$ cat src/rtl/bcd_conv_sched_if.sv
// Request/response bus for the shared binary-to-BCD converter.
//   req_valid/req_data/req_ready : per-requester offer of a 16-bit operand,
//                                  requester i owns req_data[16*i+15:16*i]
//   rsp_valid/rsp_ready          : result handshake
//   rsp_id                       : index of the requester that owns rsp_bcd
//   rsp_bcd                      : five packed BCD digits, units in [3:0]
// master = requesters + result consumer, slave = the converter.
interface bcd_conv_sched_if #(
  parameter int unsigned NREQ = 4
);
  localparam int unsigned IDW = $clog2(NREQ);

  logic [NREQ-1:0]      req_valid;
  logic [16*NREQ-1:0]   req_data;
  logic [NREQ-1:0]      req_ready;
  logic                 rsp_valid;
  logic                 rsp_ready;
  logic [IDW-1:0]       rsp_id;
  logic [19:0]          rsp_bcd;

  modport master (
    output req_valid, req_data, rsp_ready,
    input  req_ready, rsp_valid, rsp_id, rsp_bcd
  );

  modport slave (
    input  req_valid, req_data, rsp_ready,
    output req_ready, rsp_valid, rsp_id, rsp_bcd
  );
endinterface

$ cat src/rtl/bcd_conv_sched.sv
// Shared sequential binary-to-BCD converter with a round-robin front end.
// One requester is granted per IDLE cycle; its 16-bit operand is converted
// by double-dabble at one shift per clock (16 steps), and the five-digit
// result is returned tagged with the requester index.
// Ports:
//   clk   : rising-edge clock
//   rst_n : asynchronous active-low reset
//   bus   : request/response bus (slave side), see bcd_conv_sched_if
//   busy  : high whenever a conversion or an unconsumed result is in flight
module bcd_conv_sched #(
  parameter int unsigned NREQ = 4
) (
  input  logic             clk,
  input  logic             rst_n,
  bcd_conv_sched_if.slave  bus,
  output logic             busy
);
  localparam int unsigned IDW = $clog2(NREQ);

  localparam logic [1:0] StIdle = 2'd0;
  localparam logic [1:0] StConv = 2'd1;
  localparam logic [1:0] StDone = 2'd2;

  logic [1:0]     state_q, state_d;
  logic [IDW-1:0] ptr_q, ptr_d;
  logic [35:0]    sr_q, sr_d;
  logic [3:0]     cnt_q, cnt_d;
  logic           rsp_valid_q, rsp_valid_d;
  logic [IDW-1:0] rsp_id_q, rsp_id_d;
  logic [19:0]    rsp_bcd_q, rsp_bcd_d;

  logic           grant_found;
  logic [IDW-1:0] grant_idx;
  logic [IDW-1:0] cand;
  logic [15:0]    operand;
  logic [35:0]    sr_step;
  logic [NREQ-1:0] req_ready_c;

  // Round-robin search starting just after the last winner.
  always_comb begin
    grant_found = 1'b0;
    grant_idx   = '0;
    cand        = '0;
    for (int unsigned k = 1; k <= NREQ; k++) begin
      cand = IDW'((32'(ptr_q) + k) % NREQ);
      if (!grant_found && bus.req_valid[cand]) begin
        grant_found = 1'b1;
        grant_idx   = cand;
      end
    end
  end

  // Only the granted lane is sampled, so X on idle lanes never reaches state.
  assign operand = bus.req_data[16*grant_idx +: 16];

  // One double-dabble step: correct the four lower digit fields, then shift.
  // The top field never needs correction because 65535 < 70000.
  always_comb begin
    sr_step = sr_q;
    for (int d = 0; d < 4; d++) begin
      if (sr_q[16+4*d +: 4] >= 4'd5) begin
        sr_step[16+4*d +: 4] = sr_q[16+4*d +: 4] + 4'd3;
      end
    end
    sr_step = {sr_step[34:0], 1'b0};
  end

  always_comb begin
    state_d     = state_q;
    ptr_d       = ptr_q;
    sr_d        = sr_q;
    cnt_d       = cnt_q;
    rsp_valid_d = rsp_valid_q;
    rsp_id_d    = rsp_id_q;
    rsp_bcd_d   = rsp_bcd_q;
    req_ready_c = '0;
    unique case (state_q)
      StIdle: begin
        if (grant_found) begin
          req_ready_c[grant_idx] = 1'b1;
          sr_d     = {20'b0, operand};
          rsp_id_d = grant_idx;
          ptr_d    = grant_idx;
          cnt_d    = 4'd0;
          state_d  = StConv;
        end
      end
      StConv: begin
        sr_d  = sr_step;
        cnt_d = cnt_q + 4'd1;
        if (cnt_q == 4'd15) begin
          rsp_bcd_d   = sr_step[35:16];
          rsp_valid_d = 1'b1;
          state_d     = StDone;
        end
      end
      StDone: begin
        if (bus.rsp_ready) begin
          rsp_valid_d = 1'b0;
          state_d     = StIdle;
        end
      end
      default: state_d = StIdle;
    endcase
  end

  always_ff @(posedge clk or negedge rst_n) begin
    if (!rst_n) begin
      state_q     <= StIdle;
      ptr_q       <= IDW'(NREQ - 1);
      sr_q        <= '0;
      cnt_q       <= '0;
      rsp_valid_q <= 1'b0;
      rsp_id_q    <= '0;
      rsp_bcd_q   <= '0;
    end else begin
      state_q     <= state_d;
      ptr_q       <= ptr_d;
      sr_q        <= sr_d;
      cnt_q       <= cnt_d;
      rsp_valid_q <= rsp_valid_d;
      rsp_id_q    <= rsp_id_d;
      rsp_bcd_q   <= rsp_bcd_d;
    end
  end

  assign bus.req_ready = req_ready_c;
  assign bus.rsp_valid = rsp_valid_q;
  assign bus.rsp_id    = rsp_id_q;
  assign bus.rsp_bcd   = rsp_bcd_q;
  assign busy          = (state_q != StIdle);
endmodule

$ cat src/flat_wrapper.sv
// flat-port wrapper written by rule: the top's interface ports become plain ports
module bcd_conv_sched_flat 
#(
  parameter int unsigned NREQ = 4
)
  (clk, rst_n, busy, bus_req_valid, bus_req_data, bus_rsp_ready, bus_req_ready, bus_rsp_valid, bus_rsp_id, bus_rsp_bcd);
  bcd_conv_sched_if #(.NREQ(NREQ)) bus_i ();
  input  logic clk;
  input  logic rst_n;
  output logic busy;
  input wire logic [$bits(bus_i.req_valid)-1:0] bus_req_valid;
  input wire logic [$bits(bus_i.req_data)-1:0] bus_req_data;
  input wire logic [$bits(bus_i.rsp_ready)-1:0] bus_rsp_ready;
  output wire logic [$bits(bus_i.req_ready)-1:0] bus_req_ready;
  output wire logic [$bits(bus_i.rsp_valid)-1:0] bus_rsp_valid;
  output wire logic [$bits(bus_i.rsp_id)-1:0] bus_rsp_id;
  output wire logic [$bits(bus_i.rsp_bcd)-1:0] bus_rsp_bcd;
  assign bus_i.req_valid = bus_req_valid;
  assign bus_i.req_data = bus_req_data;
  assign bus_i.rsp_ready = bus_rsp_ready;
  assign bus_req_ready = bus_i.req_ready;
  assign bus_rsp_valid = bus_i.rsp_valid;
  assign bus_rsp_id = bus_i.rsp_id;
  assign bus_rsp_bcd = bus_i.rsp_bcd;
  bcd_conv_sched #(.NREQ(NREQ)) u_core (.clk(clk), .rst_n(rst_n), .bus(bus_i), .busy(busy));
endmodule
$ cat config.mk
export PLATFORM = sky130hd
export DESIGN_NAME = bcd_conv_sched_flat
export DESIGN_NICKNAME = d
export VERILOG_FILES = /design/src/rtl/bcd_conv_sched_if.sv /design/src/rtl/bcd_conv_sched.sv /design/src/flat_wrapper.sv
export SDC_FILE = /design/constraint.sdc
export NUM_CORES = 1
export LEC_CHECK = 0
export CAP_MARGIN = 20
export CORE_ASPECT_RATIO = 1.25
export CORE_MARGIN = 2
export CORE_UTILIZATION = 35
export DETAILED_ROUTE_END_ITERATION = 7
export PLACE_DENSITY = 0.62
export SETUP_SLACK_MARGIN = 0.2
export SLEW_MARGIN = 20
export SYNTH_ARGS = -nofsm -noshare
export SYNTH_HDL_FRONTEND = slang
export SYNTH_SLANG_ARGS = --single-unit
$ cat constraint.sdc
create_clock -name clk -period 2.3 [get_ports clk]
set_clock_uncertainty 0.05 [all_clocks]
set_input_delay 0.345 -clock clk [delete_from_list [all_inputs] [get_ports clk]]
set_output_delay 0.345 -clock clk [all_outputs]
set_load 0.01 [all_outputs]
==> flow_metrics.env, run 1 <==
export IMPL_ant_nets=0
export IMPL_cp_start_kind="register"
export IMPL_cts_tree="yes"
export IMPL_clock_sinks=66
export IMPL_clkTransAtPathRegs_ps=50
export IMPL_drc=0
export IMPL_grt_pass1_wl_microns=15270
export IMPL_synth_fp_nets=426
export IMPL_routed_wl_microns=9541
export IMPL_synth_common_cells="64 x dfrtp_1, 44 x nand2_1, 39 x o21ai_0, 18 x inv_1, 15 x a222oi_1"
export IMPL_rsz0062_at_grt="true"
export IMPL_firstDrtPassIters=6
export IMPL_initial_utilization_pct=35.90
export IMPL_finish_utilization_pct=54.32
export IMPL_wl_per_cell_microns=15.72
export IMPL_io_buffers=98
export IMPL_cts_buffers=9
export IMPL_tightestPinTransition_ps=411.2
export IMPL_core_sq_um=9609
export IMPL_yosysMostFrequentCell="dfrtp_1"
export IMPL_io_pins=99
export IMPL_end_kind="primary output"
export IMPL_die_area_sq_um=10670
export IMPL_synth_edf_count=0
export IMPL_num_vias=3142
export IMPL_place_congestion=0.8074
export IMPL_placed_area_sq_um=4711
export IMPL_drtIter0Drc=145
export IMPL_drive_gt1_share_pct=20.58
export IMPL_worst_slack_ps=-99.01
export IMPL_outcome="complete, but fails checks"
export IMPL_viasPerCell=5.176
export IMPL_htreeDepth=3
export IMPL_post_route_cell_area_sq_um=5220
export IMPL_max_freq_mhz=416.8
export IMPL_relSlewSlack_pct=72.59
export IMPL_max_stage_delay_ps=550
export IMPL_antenna_found_initial=0
export IMPL_synth_seq_cells=66
export IMPL_setup_viol=3
export IMPL_die_w_microns=92.80
export IMPL_min_period_ps=2399
export IMPL_dp_hpwl_microns=6836
export IMPL_syn_area_sq_um=3450
export IMPL_path_cells="and3b_2, o31a_1, buf_4, nor4_4, buf_2"
export IMPL_path_class="register to primary output"
export IMPL_r2r_start="u_core.ptr_q[0]"
export IMPL_path_delay_family="flip-flops"
export IMPL_synth_simple_gate_area_share_pct=14.87
export IMPL_failed_checks="setup timing"
export IMPL_hp_start="u_core.bus.rsp_bcd[9]"
export IMPL_arrival_ps=2000
export IMPL_grt_total_usage_pct=18.02
export IMPL_cts_buffer_depth=2
export IMPL_synth_top_family_by_area="compound AO/OA/AOI/OAI gates"
export IMPL_syn_inst=346
export IMPL_path_max_fanout=4
export IMPL_diodes=0
export IMPL_overflow=0
export IMPL_rr_endpoint="u_core.sr_q[1]"
export IMPL_power_density_nw_per_um2=1179
export IMPL_area_delta_synth_final_pct=51.32
export IMPL_layout_nets=556
export IMPL_holdPathEnd="u_core.bus.rsp_bcd[9]"
export IMPL_p_total_mw=6.154
export IMPL_ys_types=43
export IMPL_yosysTopAreaCellShare_pct=46.43
export IMPL_ys_flop_type="dfrtp_1"
export IMPL_fin_tns_setup_ps=-188.4
export IMPL_peakVddDrop_mv=0.4587
export IMPL_synth_top_cells_by_area="dfrtp_1 46%, o21ai_0 5.7%, nand2_1 4.8%"
export IMPL_drv_cap=0
export IMPL_synth_compound_area_share_pct=21.47
export IMPL_core_rowCount=40
export IMPL_p_leak_nw=2.317
export IMPL_yosys_warnings=0
export IMPL_fp_dieH_microns=115.0
export IMPL_hold_viol=0
export IMPL_synthAdderAreaFrac_pct=3.264
export IMPL_synth_area_leader_cell="dfrtp_1"
export IMPL_postSynth_asyncResetShare_pct=100.0
export IMPL_seq_area_frac_synth_pct=47.95
export IMPL_hp_class="register to register"
export IMPL_rrSetupSlack_ps=50
export IMPL_reg2regPathDepth=7
export IMPL_cts_root_buf="clkbuf_16"
export IMPL_synthMuxAreaShare_pct=5.223
export IMPL_synth_xor_area_share_pct=2.031
export IMPL_postSynthAreaPerCell_sq_um=9.970
export IMPL_period_share_pct=104.3
export IMPL_slowest_stage="dfstp_2"
export IMPL_grt_pass1_vias=3117
export IMPL_hold_depth=2
export IMPL_required_ps=1900
export IMPL_grt_max_degree=52
export IMPL_path_buf_inv=2
export IMPL_drv_slew=0
export IMPL_clkLatencyLatePin_ps=320
-- through the flow --
stage               cells  hold slack, ps  setup slack [ps]
global route          607           448.7            -147.4
global placement      577           235.9            -395.8
CTS                   599           432.6            -130.4
floorplan             346         -0.5911             285.8
finish                607           423.1            -99.01
detailed placement    577           247.4            -436.8
-- worst register-to-register path, delay by kind of cell (launching register included) --
family,cells,cell delay [ps]
AO/OA/AOI/OAI,3,860
AND/OR/NAND/NOR,2,300
buffers and inverters,2,340
flip-flops,1,550
-- power breakdown --
group | internal (mW) | leakage, nW | switching [mW]
Clock | 0.782 | 0.139 | 0.468
Sequential | 1.65 | 0.841 | 0.364
Combinational | 1.51 | 1.34 | 1.38
-- cells by family after synthesis --
group | after synthesis
AO/OA/AOI/OAI | 107
XOR/XNOR | 8
adder cells (fa/ha/maj) | 9
buffers and inverters | 40
flip-flops | 66
multiplexers | 17
AND/OR/NAND/NOR | 99
-- layout make-up --
cell class | count | area (sq um)
Multi-Input combinational cell | 240 | 1702
Sequential cell | 66 | 1654
Fill cell | 879 | 4389
Inverter | 18 | 67.56
Clock buffer | 13 | 260.3
Clock inverter | 3 | 15.01
Tap cell | 126 | 157.7
Timing Repair Buffer | 141 | 1364
-- worst max-delay path by stage --
stage	startpoint	endpoint	slack, ps	cells after the start
5_1_grt	u_core.ptr_q[0]	bus_req_ready[0]	-150	5
4_1_cts	u_core.ptr_q[1]	bus_req_ready[2]	-130	5
3_5_place_dp	bus_req_valid[3]	bus_req_ready[3]	-440	7
6_report	u_core.ptr_q[0]	bus_req_ready[0]	-100	5
2_1_floorplan	u_core.ptr_q[1]	bus_req_ready[1]	290	6
3_3_place_gp	bus_req_valid[3]	bus_req_ready[3]	-400	7
-- timing repair --
action / 4_1_cts / 5_1_grt
hold endpoints to repair: 13 / 0
hold buffers: 1 / 0
cloned: 0 / 2
gates resized for setup: 32 / 10
pin swaps: 8 / 26
endpoints found under the setup margin: 20 / 23
setup buffers: 5 / 6
-- flip-flops by register name (all words and copies together) (netlist names) --
register / flops
u_core.sr_q: 35
u_core.ptr_q: 2
u_core.bus.rsp_bcd: 20
u_core.state_q: 2
u_core.cnt_q: 4
u_core.bus.rsp_id: 2
u_core.bus.rsp_valid: 1
-- per-layer routing --
metal | routed length, microns | track usage (%)
met5 | 0 | 0
met4 | 119 | 5.392
met3 | 507 | 4.456
met2 | 4942 | 31.74
met1 | 3972 | 21.81
-- layout by cell type (no fill, tap or decap), types with 3 or more instances in the layout --
cell type	count
a21o_1	4
a21oi_1	12
a222oi_1	15
a22o_1	4
a31oi_1	9
and3_2	9
buf_2	4
buf_4	35
buf_6	4
clkbuf_16	11
clkdlybuf4s50_1	91
clkinv_2	3
dfrtp_1	64
ha_1	9
inv_1	17
mux2_2	8
mux2i_1	6
nand2_1	44
nand2b_1	6
nand3_1	10
nor2_1	5
nor3_1	8
nor3b_1	4
o211ai_1	9
o21ai_0	39
o221ai_1	7
xnor2_1	4
xor2_1	4
(Power assumes the default switching activity.)
==> run 2, diff against run 1 <==
--- a/config.mk
+++ b/config.mk
@@ -5,10 +5,10 @@
 export SDC_FILE = /design/constraint.sdc
 export NUM_CORES = 1
 export LEC_CHECK = 0
-export CAP_MARGIN = 20
 export CORE_ASPECT_RATIO = 1.25
 export CORE_MARGIN = 2
 export CORE_UTILIZATION = 35
+export CTS_BUF_LIST = sky130_fd_sc_hd__clkbuf_8
 export DETAILED_ROUTE_END_ITERATION = 7
 export PLACE_DENSITY = 0.62
 export SETUP_SLACK_MARGIN = 0.2
==> flow_metrics.env, run 2 (same netlist as run 1, synthesis figures left out) <==
export IMPL_switching_power_mw=2.159
export IMPL_swShare_pct=37.56
export IMPL_dp_hpwl_microns=6836
export IMPL_diodes=0
export IMPL_place_congestion=0.8074
export IMPL_clkLatencyLatePin_ps=340
export IMPL_grt_pass1_wl_microns=15560
export IMPL_cts_root_buf="clkbuf_8"
export IMPL_placed_cells=577
export IMPL_final_common_cell="clkdlybuf4s50_1"
export IMPL_arrival_ps=1950
export IMPL_initial_utilization_pct=35.90
export IMPL_max_freq_mhz=427.1
export IMPL_peakVddDrop_mv=0.4045
export IMPL_drive_gt1_share_pct=21.00
export IMPL_num_vias=3175
export IMPL_cts_buffer_depth=2
export IMPL_overflow=0
export IMPL_wl_per_cell_microns=15.57
export IMPL_r2r_start="u_core.ptr_q[1]"
export IMPL_cts_buffers=9
export IMPL_io_pins=99
export IMPL_clock_sinks=66
export IMPL_drtIter0Drc=175
export IMPL_drv_cap=0
export IMPL_seqPwrFrac_pct=35.0
export IMPL_reg2regPathDepth=8
export IMPL_relSlewSlack_pct=72.98
export IMPL_met3WireLength_microns=526
export IMPL_path_max_fanout=4
export IMPL_p_leak_nw=2.269
export IMPL_power_density_nw_per_um2=1123
export IMPL_clkTransAtPathRegs_ps=70
export IMPL_drc=0
export IMPL_core_sq_um=9609
export IMPL_multi_input_area_sq_um=1710
export IMPL_cp_start_kind="register"
export IMPL_layout_nets=556
export IMPL_top_layer="met4"
export IMPL_rsz0062_at_grt="true"
export IMPL_routed_wl_microns=9453
export IMPL_grt_max_degree=52
export IMPL_cts_tree="yes"
export IMPL_pwr_share_comb_pct=50.0
export IMPL_met1_length_microns=3795
export IMPL_largest_reg_flops=35
export IMPL_htreeDepth=3
export IMPL_area_delta_synth_final_pct=48.35
export IMPL_regArea_sq_um=1654
export IMPL_antenna_found_initial=0
export IMPL_fillers=896
export IMPL_period_share_pct=101.8
export IMPL_outcome="complete, but fails checks"
export IMPL_wl_met2_microns=5032
export IMPL_firstDrtPassIters=5
export IMPL_end_kind="primary output"
export IMPL_die_w_microns=92.80
export IMPL_grt_pass1_vias=3160
export IMPL_failed_checks="setup timing"
export IMPL_core_rowCount=40
export IMPL_tightestPinTransition_ps=405.3
export IMPL_path_class="register to primary output"
export IMPL_rrSetupSlack_ps=60
export IMPL_fin_tns_setup_ps=-98.86
export IMPL_viasPerCell=5.231
export IMPL_drv_slew=0
export IMPL_ant_nets=0
export IMPL_p_total_mw=5.749
export IMPL_worst_slack_ps=-41.40
export IMPL_hp_class="input port to asynchronous set/reset pin"
export IMPL_final_cells=607
export IMPL_min_period_ps=2341
export IMPL_die_area_sq_um=10670
export IMPL_required_ps=1900
export IMPL_fp_dieH_microns=115.0
export IMPL_finish_utilization_pct=53.26
export IMPL_largest_register="u_core.sr_q"
export IMPL_setup_viol=4
export IMPL_io_buffers=98
export IMPL_layout_common_cells="91 x clkdlybuf4s50_1, 64 x dfrtp_1, 43 x nand2_1"
export IMPL_p_int_mw=3.590
export IMPL_grt_total_usage_pct=18.52
export IMPL_hold_viol=0
export IMPL_p_clk_share_pct=15.0
export IMPL_rr_endpoint="u_core.sr_q[1]"
export IMPL_hold_slack_ps=412.2
-- run 2: cell count changes in the layout (fill, tap and decap cells not counted), moves of 2 or more --
cell / delta
clkbuf_8: +9
clkbuf_16: -11
dlygate4sd2_1: +2
inv_1: +2
buf_6: +2
dlymetal6s2s_1: -2
clkbuf_1: -2
-- run 2: repair_timing --
action | CTS | global route
hold endpoints to repair | 13 | 0
setup endpoints to repair | 20 | 20
gates resized for setup | 41 | 4
pin swaps | 21 | 6
gates cloned | 1 | 0
buffers inserted | 11 | 1
hold buffers | 1 | 0
-- run 2: metrics by stage --
step	area, sq um	setup slack (ps)
2_1_floorplan	3450	285.8
3_3_place_gp	4711	-395.8
3_5_place_dp	4711	-436.8
4_1_cts	5087	-54.46
5_1_grt	5117	-121.2
6_report	5117	-41.40
-- run 2: routing by layer --
| metal | GRT usage (%) | up-vias |
|---|---|---|
| li1 | - | 1529 |
| met4 | 5.980 | 0 |
| met2 | 33.09 | 105 |
| met5 | 0 | - |
| met3 | 4.456 | 10 |
| met1 | 21.89 | 1531 |
-- run 2: worst max path at each step --
| stage | startpoint | to | slack (ps) | cells past startpoint |
|---|---|---|---|---|
| after floorplan | u_core.ptr_q[1] | bus_req_ready[1] | 290 | 6 |
| after detailed placement | bus_req_valid[3] | bus_req_ready[3] | -440 | 7 |
| final | u_core.ptr_q[0] | bus_req_ready[0] | -40 | 5 |
| after global routing | u_core.ptr_q[1] | bus_req_ready[0] | -120 | 5 |
| after CTS | u_core.ptr_q[1] | bus_req_ready[2] | -50 | 4 |
| after global placement | bus_req_valid[3] | bus_req_ready[3] | -400 | 7 |
-- run 2: power by group through the flow --
stage | clock network [mW] | registers (mW) | logic [mW]
floorplan | 0 | 2.02 | 1.56
global placement | 0 | 2.01 | 2.51
detailed placement | 0 | 2.03 | 2.60
CTS | 0.887 | 2.01 | 2.88
global route | 0.956 | 2.08 | 3.18
finish | 0.864 | 2.01 | 2.88
-- run 2: critical path, cell delays in order, from the launching register on --
cell and delay [ps]:
dfstp_2 550, and3b_2 240, o31a_1 270, buf_6 130
nor4_4 240, buf_2 180
-- run 2: area by class of cell --
class,instances,area share [%]
repair buffers,141,26.45
well taps,126,3.081
clock buffers,11,2.958
clock inverters,5,0.4401
flip-flops and latches,66,32.32
inverters,18,1.320
multi-input cells,240,33.42
